===== src/rtl/eth_txgen_pkg.sv =====
// Shared types and constants for the multi-channel Ethernet test-frame generator.
package eth_txgen_pkg;

   typedef enum logic [2:0] {
      IDLE = 3'd0,
      HDR  = 3'd1,
      SEQ  = 3'd2,
      PAY  = 3'd3,
      GAP  = 3'd4
   } state_e;

   localparam int unsigned HDR_LEN = 14;
   localparam int unsigned SEQ_LEN = 4;
   localparam int unsigned MIN_PAY = 46;
   localparam int unsigned MAX_PAY = 1500;

   function automatic logic [10:0] clamp_len(input logic [15:0] len);
      logic [10:0] res;
      if (len < 16'(MIN_PAY)) begin
         res = 11'(MIN_PAY);
      end else if (len > 16'(MAX_PAY)) begin
         res = 11'(MAX_PAY);
      end else begin
         res = len[10:0];
      end
      return res;
   endfunction

endpackage


===== src/rtl/eth_txgen_ch.sv =====
// One generator channel: frame FSM, byte position, gap counter, sequence number and
// the registered AXI-Stream output stage.
module eth_txgen_ch
   import eth_txgen_pkg::*;
#(
   parameter int LEN_W = 11,
   parameter int GAP_W = 16
) (
   input  logic             clk,
   input  logic             rst,
   input  logic             en,
   input  logic             abort,
   input  logic [LEN_W-1:0] frame_len,
   input  logic [GAP_W-1:0] gap,
   input  logic [47:0]      dst_mac,
   input  logic [47:0]      src_mac,
   input  logic [15:0]      ethertype,
   input  logic             mode,
   input  logic [7:0]       pat,
   output logic [7:0]       tx_tdata,
   output logic             tx_tvalid,
   output logic             tx_tlast,
   output logic             tx_tuser,
   input  logic             tx_tready,
   output logic [31:0]      frm_cnt,
   output logic             busy
);

   state_e           state_q, state_d;
   logic [10:0]      pos_q, pos_d;
   logic [GAP_W-1:0] gap_cnt_q, gap_cnt_d;
   logic [31:0]      seq_q, seq_d;
   logic [10:0]      len_q, len_d;
   logic [GAP_W-1:0] gap_q, gap_d;
   logic             mode_q, mode_d;
   logic [7:0]       pat_q, pat_d;
   logic [47:0]      dst_q, dst_d;
   logic [47:0]      src_q, src_d;
   logic [15:0]      type_q, type_d;
   logic [7:0]       tdata_q, tdata_d;
   logic             tvalid_q, tvalid_d;
   logic             tlast_q, tlast_d;
   logic             tuser_q, tuser_d;
   logic             busy_q, busy_d;

   logic             hs;
   logic [10:0]      pos_nxt;
   logic [10:0]      last_pos;
   logic [143:0]     hdr_vec;
   logic [7:0]       bit_off;
   logic [7:0]       hdr_byte;
   logic [7:0]       pay_k;
   logic [7:0]       nxt_byte;
   state_e           seg;

   // Next-state, next-byte and output-register computation.
   always_comb begin
      hs       = tvalid_q & tx_tready;
      pos_nxt  = pos_q + 11'd1;
      last_pos = len_q + 11'(HDR_LEN - 1);
      hdr_vec  = {dst_q, src_q, type_q, seq_q};
      bit_off  = {pos_nxt[4:0], 3'b000};
      hdr_byte = hdr_vec[8'd143 - bit_off -: 8];
      pay_k    = pos_nxt[7:0] - 8'(HDR_LEN + SEQ_LEN);
      if (pos_nxt < 11'(HDR_LEN + SEQ_LEN)) begin
         nxt_byte = hdr_byte;
      end else begin
         nxt_byte = mode_q ? pat_q : pay_k;
      end
      if (pos_nxt < 11'(HDR_LEN)) begin
         seg = HDR;
      end else if (pos_nxt < 11'(HDR_LEN + SEQ_LEN)) begin
         seg = SEQ;
      end else begin
         seg = PAY;
      end

      state_d   = state_q;
      pos_d     = pos_q;
      gap_cnt_d = gap_cnt_q;
      seq_d     = seq_q;
      len_d     = len_q;
      gap_d     = gap_q;
      mode_d    = mode_q;
      pat_d     = pat_q;
      dst_d     = dst_q;
      src_d     = src_q;
      type_d    = type_q;
      tdata_d   = tdata_q;
      tvalid_d  = tvalid_q;
      tlast_d   = tlast_q;
      tuser_d   = tuser_q;

      case (state_q)
         IDLE: begin
            if (en) begin
               state_d  = HDR;
               pos_d    = 11'd0;
               len_d    = clamp_len(16'(frame_len));
               gap_d    = gap;
               mode_d   = mode;
               pat_d    = pat;
               dst_d    = dst_mac;
               src_d    = src_mac;
               type_d   = ethertype;
               tdata_d  = dst_mac[47:40];
               tvalid_d = 1'b1;
               tlast_d  = 1'b0;
               tuser_d  = 1'b0;
            end else begin
               state_d = IDLE;
            end
         end
         HDR, SEQ, PAY: begin
            if (hs && tlast_q) begin
               tvalid_d = 1'b0;
               tlast_d  = 1'b0;
               tuser_d  = 1'b0;
               tdata_d  = 8'h00;
               // An aborted frame does not consume a sequence number.
               if (tuser_q) begin
                  seq_d = seq_q;
               end else begin
                  seq_d = seq_q + 32'd1;
               end
               if (gap_q == {GAP_W{1'b0}}) begin
                  state_d = IDLE;
               end else begin
                  state_d   = GAP;
                  gap_cnt_d = gap_q;
               end
            end else if (hs) begin
               state_d = seg;
               pos_d   = pos_nxt;
               tdata_d = nxt_byte;
               tlast_d = abort | (pos_nxt == last_pos);
               tuser_d = abort;
            end else if (abort) begin
               tlast_d = 1'b1;
               tuser_d = 1'b1;
            end else begin
               tvalid_d = 1'b1;
            end
         end
         GAP: begin
            if (gap_cnt_q <= GAP_W'(1)) begin
               state_d   = IDLE;
               gap_cnt_d = {GAP_W{1'b0}};
            end else begin
               gap_cnt_d = gap_cnt_q - GAP_W'(1);
            end
         end
         default: begin
            state_d = IDLE;
         end
      endcase

      busy_d = (state_d != IDLE);
   end

   // State and output registers with synchronous reset.
   always_ff @(posedge clk) begin
      if (rst) begin
         state_q   <= IDLE;
         pos_q     <= 11'd0;
         gap_cnt_q <= {GAP_W{1'b0}};
         seq_q     <= 32'd0;
         len_q     <= 11'd0;
         gap_q     <= {GAP_W{1'b0}};
         mode_q    <= 1'b0;
         pat_q     <= 8'h00;
         dst_q     <= 48'h0;
         src_q     <= 48'h0;
         type_q    <= 16'h0;
         tdata_q   <= 8'h00;
         tvalid_q  <= 1'b0;
         tlast_q   <= 1'b0;
         tuser_q   <= 1'b0;
         busy_q    <= 1'b0;
      end else begin
         state_q   <= state_d;
         pos_q     <= pos_d;
         gap_cnt_q <= gap_cnt_d;
         seq_q     <= seq_d;
         len_q     <= len_d;
         gap_q     <= gap_d;
         mode_q    <= mode_d;
         pat_q     <= pat_d;
         dst_q     <= dst_d;
         src_q     <= src_d;
         type_q    <= type_d;
         tdata_q   <= tdata_d;
         tvalid_q  <= tvalid_d;
         tlast_q   <= tlast_d;
         tuser_q   <= tuser_d;
         busy_q    <= busy_d;
      end
   end

   assign tx_tdata  = tdata_q;
   assign tx_tvalid = tvalid_q;
   assign tx_tlast  = tlast_q;
   assign tx_tuser  = tuser_q;
   assign frm_cnt   = seq_q;
   assign busy      = busy_q;

endmodule


===== src/rtl/eth_txgen.sv =====
// Ethernet test-frame generator: ETHCOUNT independent channels sharing one
// configuration, each feeding its own 8-bit AXI-Stream MAC transmit port.
module eth_txgen
   import eth_txgen_pkg::*;
#(
   parameter int ETHCOUNT = 1,
   parameter int LEN_W    = 11,
   parameter int GAP_W    = 16
) (
   input  logic                  clk,
   input  logic                  rst,
   input  logic [ETHCOUNT-1:0]   en,
   input  logic [ETHCOUNT-1:0]   abort,
   input  logic [LEN_W-1:0]      frame_len,
   input  logic [GAP_W-1:0]      gap,
   input  logic [47:0]           dst_mac,
   input  logic [47:0]           src_mac,
   input  logic [15:0]           ethertype,
   input  logic                  mode,
   input  logic [7:0]            pat,
   output logic [ETHCOUNT*8-1:0] tx_tdata,
   output logic [ETHCOUNT-1:0]   tx_tvalid,
   output logic [ETHCOUNT-1:0]   tx_tlast,
   output logic [ETHCOUNT-1:0]   tx_tuser,
   input  logic [ETHCOUNT-1:0]   tx_tready,
   output logic [ETHCOUNT*32-1:0] frm_cnt,
   output logic [ETHCOUNT-1:0]   busy
);

   for (genvar x = 0; x < ETHCOUNT; x++) begin : g_ch
      eth_txgen_ch #(
         .LEN_W (LEN_W),
         .GAP_W (GAP_W)
      ) u_ch (
         .clk       (clk),
         .rst       (rst),
         .en        (en[x]),
         .abort     (abort[x]),
         .frame_len (frame_len),
         .gap       (gap),
         .dst_mac   (dst_mac),
         .src_mac   (src_mac),
         .ethertype (ethertype),
         .mode      (mode),
         .pat       (pat),
         .tx_tdata  (tx_tdata[x*8 +: 8]),
         .tx_tvalid (tx_tvalid[x]),
         .tx_tlast  (tx_tlast[x]),
         .tx_tuser  (tx_tuser[x]),
         .tx_tready (tx_tready[x]),
         .frm_cnt   (frm_cnt[x*32 +: 32]),
         .busy      (busy[x])
      );
   end

endmodule


===== config.mk =====
export PLATFORM = sky130hd
export DESIGN_NAME = eth_txgen
export DESIGN_NICKNAME = d
export VERILOG_FILES = /design/src/rtl/eth_txgen_pkg.sv /design/src/rtl/eth_txgen_ch.sv /design/src/rtl/eth_txgen.sv
export SDC_FILE = /design/constraint.sdc
export NUM_CORES = 1
export LEC_CHECK = 0
export CORE_ASPECT_RATIO = 1.1
export CORE_UTILIZATION = 57
export DETAILED_ROUTE_END_ITERATION = 6
export PLACE_DENSITY = 0.86
export REMOVE_ABC_BUFFERS = 1
export SYNTH_ARGS = -nofsm -noshare
export SYNTH_HDL_FRONTEND = slang
export SYNTH_SLANG_ARGS = --single-unit

===== constraint.sdc =====
create_clock -name clk -period 6.78 [get_ports clk]
set_input_delay 1.356 -clock clk [delete_from_list [all_inputs] [get_ports clk]]
set_output_delay 1.356 -clock clk [all_outputs]
set_load 0.03 [all_outputs]

==> results.env <==
ANT_NETS=0
NUM_ANTENNA_CELLS=0
POSTSYNTHAREAPERCELL_UM2=8.21
ROOT_BUFFER='sky130_fd_sc_hd__clkbuf_16'
POST-PLACE-CELLS=1678
FINAL_MIN_PERIOD_OVER_CLOCK_PERIOD_PCT=57.9
IOPINCOUNT=197
R2R_START='g_ch[0].u_ch.pos_q[0]'
TIMING.REG2REG.SETUP_SLACK_NS=2.86
ROUTE.VIAS.TOTAL=10200
GLOBALROUTETOTALUTIL_PCT=29.7
STATUS='finished clean'
WIDTH_OF_THE_DIE_UM=134
GRT_FIRST_PASS_WIRELENGTH_MM=47.7
HTREE_NUM_LEVELS=1
FINAL.HOLD.WORST_SLACK_NS=0.452
PLACER_CONGESTION=0.889
ROUTED_WL_MM=29.3
POST_CTS.REPAIR.SETUP_BUFFERS=0
CELLPOWERDENSITY_mW_PER_MM2=222
VIASPERCELL=5.95
CORE_AREA_MM2=0.0185
DIE-HEIGHT_UM=147
FRACTION_OF_FINAL_LAYOUT_CELLS_WITH_DRIVE_STRENGTH_GREATER_THAN_1_PCT=6.85
REG2REG_DEPTH=10
FMAXACHIEVABLE_GHz=0.255
DETAIL_ROUTE.WL_PER_CELL_UM=17.1
WORSTHOLDPATHTYPE='reg2reg'
IR_DROP_mV=0.182
WORST_SLEW_PIN_SLEW_NS=0.926
ANTENNA_VIOLATIONS_BEFORE_REPAIR=0
YOSYSWARNINGS=0
FINISH.CELL_COUNT_WITHOUT_FILLERS=1718
NUM_ROWS=52
CTS_INSERTED_BUFFERS=23
REPORT.FINAL.HOLD_VIOL_COUNT=0
CP_REQUIRED_NS=7.13
SYNTHTOLAYOUTAREAGROWTH_PCT=24.8
SETUP_VIOL=0
WORST_SETUP_HOLD_PATH_CLK_SLEW_NS=0.06
ENDPOINT='g_ch[0].u_ch.tx_tdata[6]'
SYNTH_EDF_COUNT=0
INSTANCE_COUNT_OF_THE_MAPPED_NETLIST=1326
WORSTSETUPPATHTYPE='reg2reg'
MAX-SLEW-MARGIN-REL_PCT=38.3
IO_BUFFERS=196
CTS.REPAIR.RESIZED=0
CRITICAL_PATH.STARTPOINT_TYPE='flip-flop'
GRT_SETUP_UNREPAIRED='no'
SYNTH_FF_TYPE='sky130_fd_sc_hd__dfxtp_1'
MAXIMUM_NUMBER_OF_PINS_ON_ONE_NET_BEFORE_GLOBAL_ROUTE_REPAIR=133
SYNTH.CELL_AREA_MM2=0.0109
FINAL.MIN_CLOCK_PERIOD_NS=3.92
WORSTSETUPENDPOINTTYPE='flip-flop'
SYNTH_AREA_LEADERS='sky130_fd_sc_hd__dfxtp_1 (41%), sky130_fd_sc_hd__nand2_1 (12%), sky130_fd_sc_hd__a21oi_1 (8.1%)'
CELLLEAKAGEPOWER_uW=0.00494
MULTI_INPUT_COMB_AREA_MM2=0.00604
TRITONCTS_CLOCK_TREE='yes'
WORSTPATHMAXFANOUT=22
NUMBER_OF_REMAINING_DRC_ERRORS=0
CTS-ROOT-TO-SINK-BUFFERS=3
INITIAL_UTILIZATION_PCT=58.7
FP.DIEAREA_MM2=0.0197
GRT_OVERFLOW=0
CLOCK_LATENCY_NS=0.51
CTS_HOLD_REPAIR.BUFFERS=0
DRV.MAX_CAP_VIOLATION_COUNT=0
SEQ_AREA_FRAC_SYNTH_PCT=40.8
WORSTSETUPSTARTPOINT='g_ch[0].u_ch.pos_q[0]'
SYNTHDISTINCTLIBCELLS=65
TIMING.CRITICAL_PATH.ARRIVAL_NS=4.28
DETAILEDROUTE.FIRSTITERATIONVIOLATIONS=819
REGISTER_AREA_MM2=0.00445
CLOCK-SKEW-FINAL_NS=0.0183
REPORT.FINAL.SLEW_VIOL_COUNT=0
CLKSINKCOUNT=222
ASYNC_RESET_FF_SHARE_PCT=0
YOSYS_REGISTER_BITS=222
HOLDCRITSTARTPOINT='g_ch[0].u_ch.dst_q[22]'
PLACE.DETAILED.HPWL_MM=19.7
NUMBER_OF_GLOBAL_ROUTE_VIAS_BEFORE_REPAIR=9789
SYNTH.LARGEST_AREA_CELL='sky130_fd_sc_hd__dfxtp_1'
NETS=1620
DRT_FIRST_PASS_ITERS=5
SYNTH_TOP_AREA_SHARE_PCT=40.8
FINAL.FILL_COUNT=1408
CRITICAL_PATH.REG2REG.ENDPOINT='g_ch[0].u_ch.tx_tdata[6]'
## Yosys cell counts, types with 3 or more instances
| master | count |
|---|---|
| sky130_fd_sc_hd__nor2_1 | 79 |
| sky130_fd_sc_hd__a21o_1 | 5 |
| sky130_fd_sc_hd__inv_1 | 8 |
| sky130_fd_sc_hd__nand4_1 | 17 |
| sky130_fd_sc_hd__nor3b_1 | 5 |
| sky130_fd_sc_hd__or2_2 | 3 |
| sky130_fd_sc_hd__o21ai_0 | 32 |
| sky130_fd_sc_hd__nand2_1 | 334 |
| sky130_fd_sc_hd__xnor2_1 | 24 |
| sky130_fd_sc_hd__a31oi_1 | 7 |
| sky130_fd_sc_hd__a32o_1 | 4 |
| sky130_fd_sc_hd__o21bai_1 | 3 |
| sky130_fd_sc_hd__and3_1 | 13 |
| sky130_fd_sc_hd__a22oi_1 | 16 |
| sky130_fd_sc_hd__o41ai_1 | 3 |
| sky130_fd_sc_hd__nand3b_1 | 4 |
| sky130_fd_sc_hd__o211ai_1 | 5 |
| sky130_fd_sc_hd__clkbuf_1 | 78 |
| sky130_fd_sc_hd__or4_1 | 4 |
| sky130_fd_sc_hd__nand3_1 | 23 |
| sky130_fd_sc_hd__a2bb2oi_1 | 4 |
| sky130_fd_sc_hd__dfxtp_1 | 222 |
| sky130_fd_sc_hd__mux2i_1 | 22 |
| sky130_fd_sc_hd__nand2b_1 | 8 |
| sky130_fd_sc_hd__mux2_2 | 8 |
| sky130_fd_sc_hd__xor2_1 | 43 |
| sky130_fd_sc_hd__nor4_1 | 12 |
| sky130_fd_sc_hd__o21a_1 | 4 |
| sky130_fd_sc_hd__ha_1 | 7 |
| sky130_fd_sc_hd__and4_1 | 8 |
| sky130_fd_sc_hd__buf_1 | 4 |
| sky130_fd_sc_hd__a211oi_1 | 11 |
| sky130_fd_sc_hd__and2_1 | 12 |
| sky130_fd_sc_hd__or3_1 | 6 |
| sky130_fd_sc_hd__a21oi_1 | 177 |
| sky130_fd_sc_hd__buf_2 | 13 |
| sky130_fd_sc_hd__mux4_2 | 33 |
| sky130_fd_sc_hd__nor3_1 | 25 |
## layout make-up
cell class | instances | area share, %
Clock buffer | 36 | 5.11
Clock inverter | 4 | 0.175
Inverter | 8 | 0.221
Multi-Input combinational cell | 998 | 44.4
Sequential cell | 222 | 32.7
Tap cell | 243 | 2.24
Timing Repair Buffer | 207 | 15.1
## per-stage QoR
| step | util [%] | total power [µW] | cell area (µm²) | setup slack (ns) | setup TNS, ns |
|---|---|---|---|---|---|
| finish | 73.3 | 3020 | 13600 | 2.86 | 0 |
| global placement | 69.4 | 1830 | 12900 | 2.90 | 0 |
| CTS | 73.3 | 3030 | 13600 | 2.88 | 0 |
| global route | 73.3 | 3130 | 13600 | 2.62 | 0 |
| floorplan | - | 1660 | 10500 | -3.61 | -388.35 |
| detailed placement | 69.4 | 1840 | 12900 | 2.78 | 0 |
## layer usage
metal	GRT usage (%)	vias to the layer above	wire [µm]
met5	0	-	0
met4	10.3	0	850
met3	4.49	66	2060
met2	51.1	383	14300
met1	37.9	4885	12100
li1	-	4888	-
## where the power goes
group          switching (µW)  internal, µW
clock                     503           700
combinational             207           192
sequential               46.2          1370
## worst max-delay path, cell delays in order, from the launching register on
cell                       delay, ns
sky130_fd_sc_hd__dfxtp_4        0.63
sky130_fd_sc_hd__ha_2           0.43
sky130_fd_sc_hd__xor2_1         0.42
sky130_fd_sc_hd__inv_1          0.09
sky130_fd_sc_hd__ha_1           0.25
sky130_fd_sc_hd__xor2_1         0.20
sky130_fd_sc_hd__xnor2_4        0.75
sky130_fd_sc_hd__or3_1          0.41
sky130_fd_sc_hd__o32ai_1        0.14
sky130_fd_sc_hd__nor4b_1        0.35
sky130_fd_sc_hd__a311oi_1       0.09
## cell families after synthesis
logic type / share of synthesized area (%)
multiplexers: 9.67
AND/OR/NAND/NOR: 23.1
XOR/XNOR: 5.95
AO/OA/AOI/OAI: 15.7
flip-flops: 40.8
buffers and inverters: 3.94
adder cells (fa/ha/maj): 0.804
## layout by cell type, fill, tap and decap left out, drive strengths merged, types with 7 or more instances in the layout
cell,netlist,layout
a31oi,7,7
o21ai,33,33
nor4,14,14
clkbuf,78,36
nand3,24,24
dfxtp,222,222
buf,20,12
clkdlybuf4s50,0,195
a22oi,16,16
mux2i,22,22
nor2,79,79
ha,7,7
a21oi,177,177
xor2,43,43
nand2,334,334
xnor2,25,25
mux2,8,8
nor3,25,25
a211oi,11,11
inv,8,9
nand4,17,17
and4,8,8
and2,12,12
nand2b,8,8
and3,13,13
mux4,33,33
## sequential cells by signal (all words and copies together), names as in the netlist
name,count
g_ch.u_ch.gap_cnt_q,16
g_ch.u_ch.state_q,3
g_ch.u_ch.gap_q,16
g_ch.u_ch.pat_q,8
g_ch.u_ch.dst_q,48
g_ch.u_ch.len_q,11
g_ch.u_ch.mode_q,1
g_ch.u_ch.pos_q,11
g_ch.u_ch.type_q,16
g_ch.u_ch.tx_tvalid,1
g_ch.u_ch.tx_tuser,1
g_ch.u_ch.tx_tdata,8
g_ch.u_ch.tx_tlast,1
g_ch.u_ch.frm_cnt,32
g_ch.u_ch.src_q,48
g_ch.u_ch.busy,1
## how the worst min path moves through the flow
stage                             end  slack, ns  cells past startpoint
2_1_floorplan   g_ch[0].u_ch.pat_q[7]       0.43                      2
3_3_place_gp   g_ch[0].u_ch.dst_q[16]       0.44                      2
3_5_place_dp    g_ch[0].u_ch.src_q[2]       0.45                      2
4_1_cts         g_ch[0].u_ch.src_q[2]       0.45                      2
5_1_grt        g_ch[0].u_ch.dst_q[41]       0.47                      2
6_report       g_ch[0].u_ch.dst_q[22]       0.45                      2
Power figures use the tool's default switching activity.
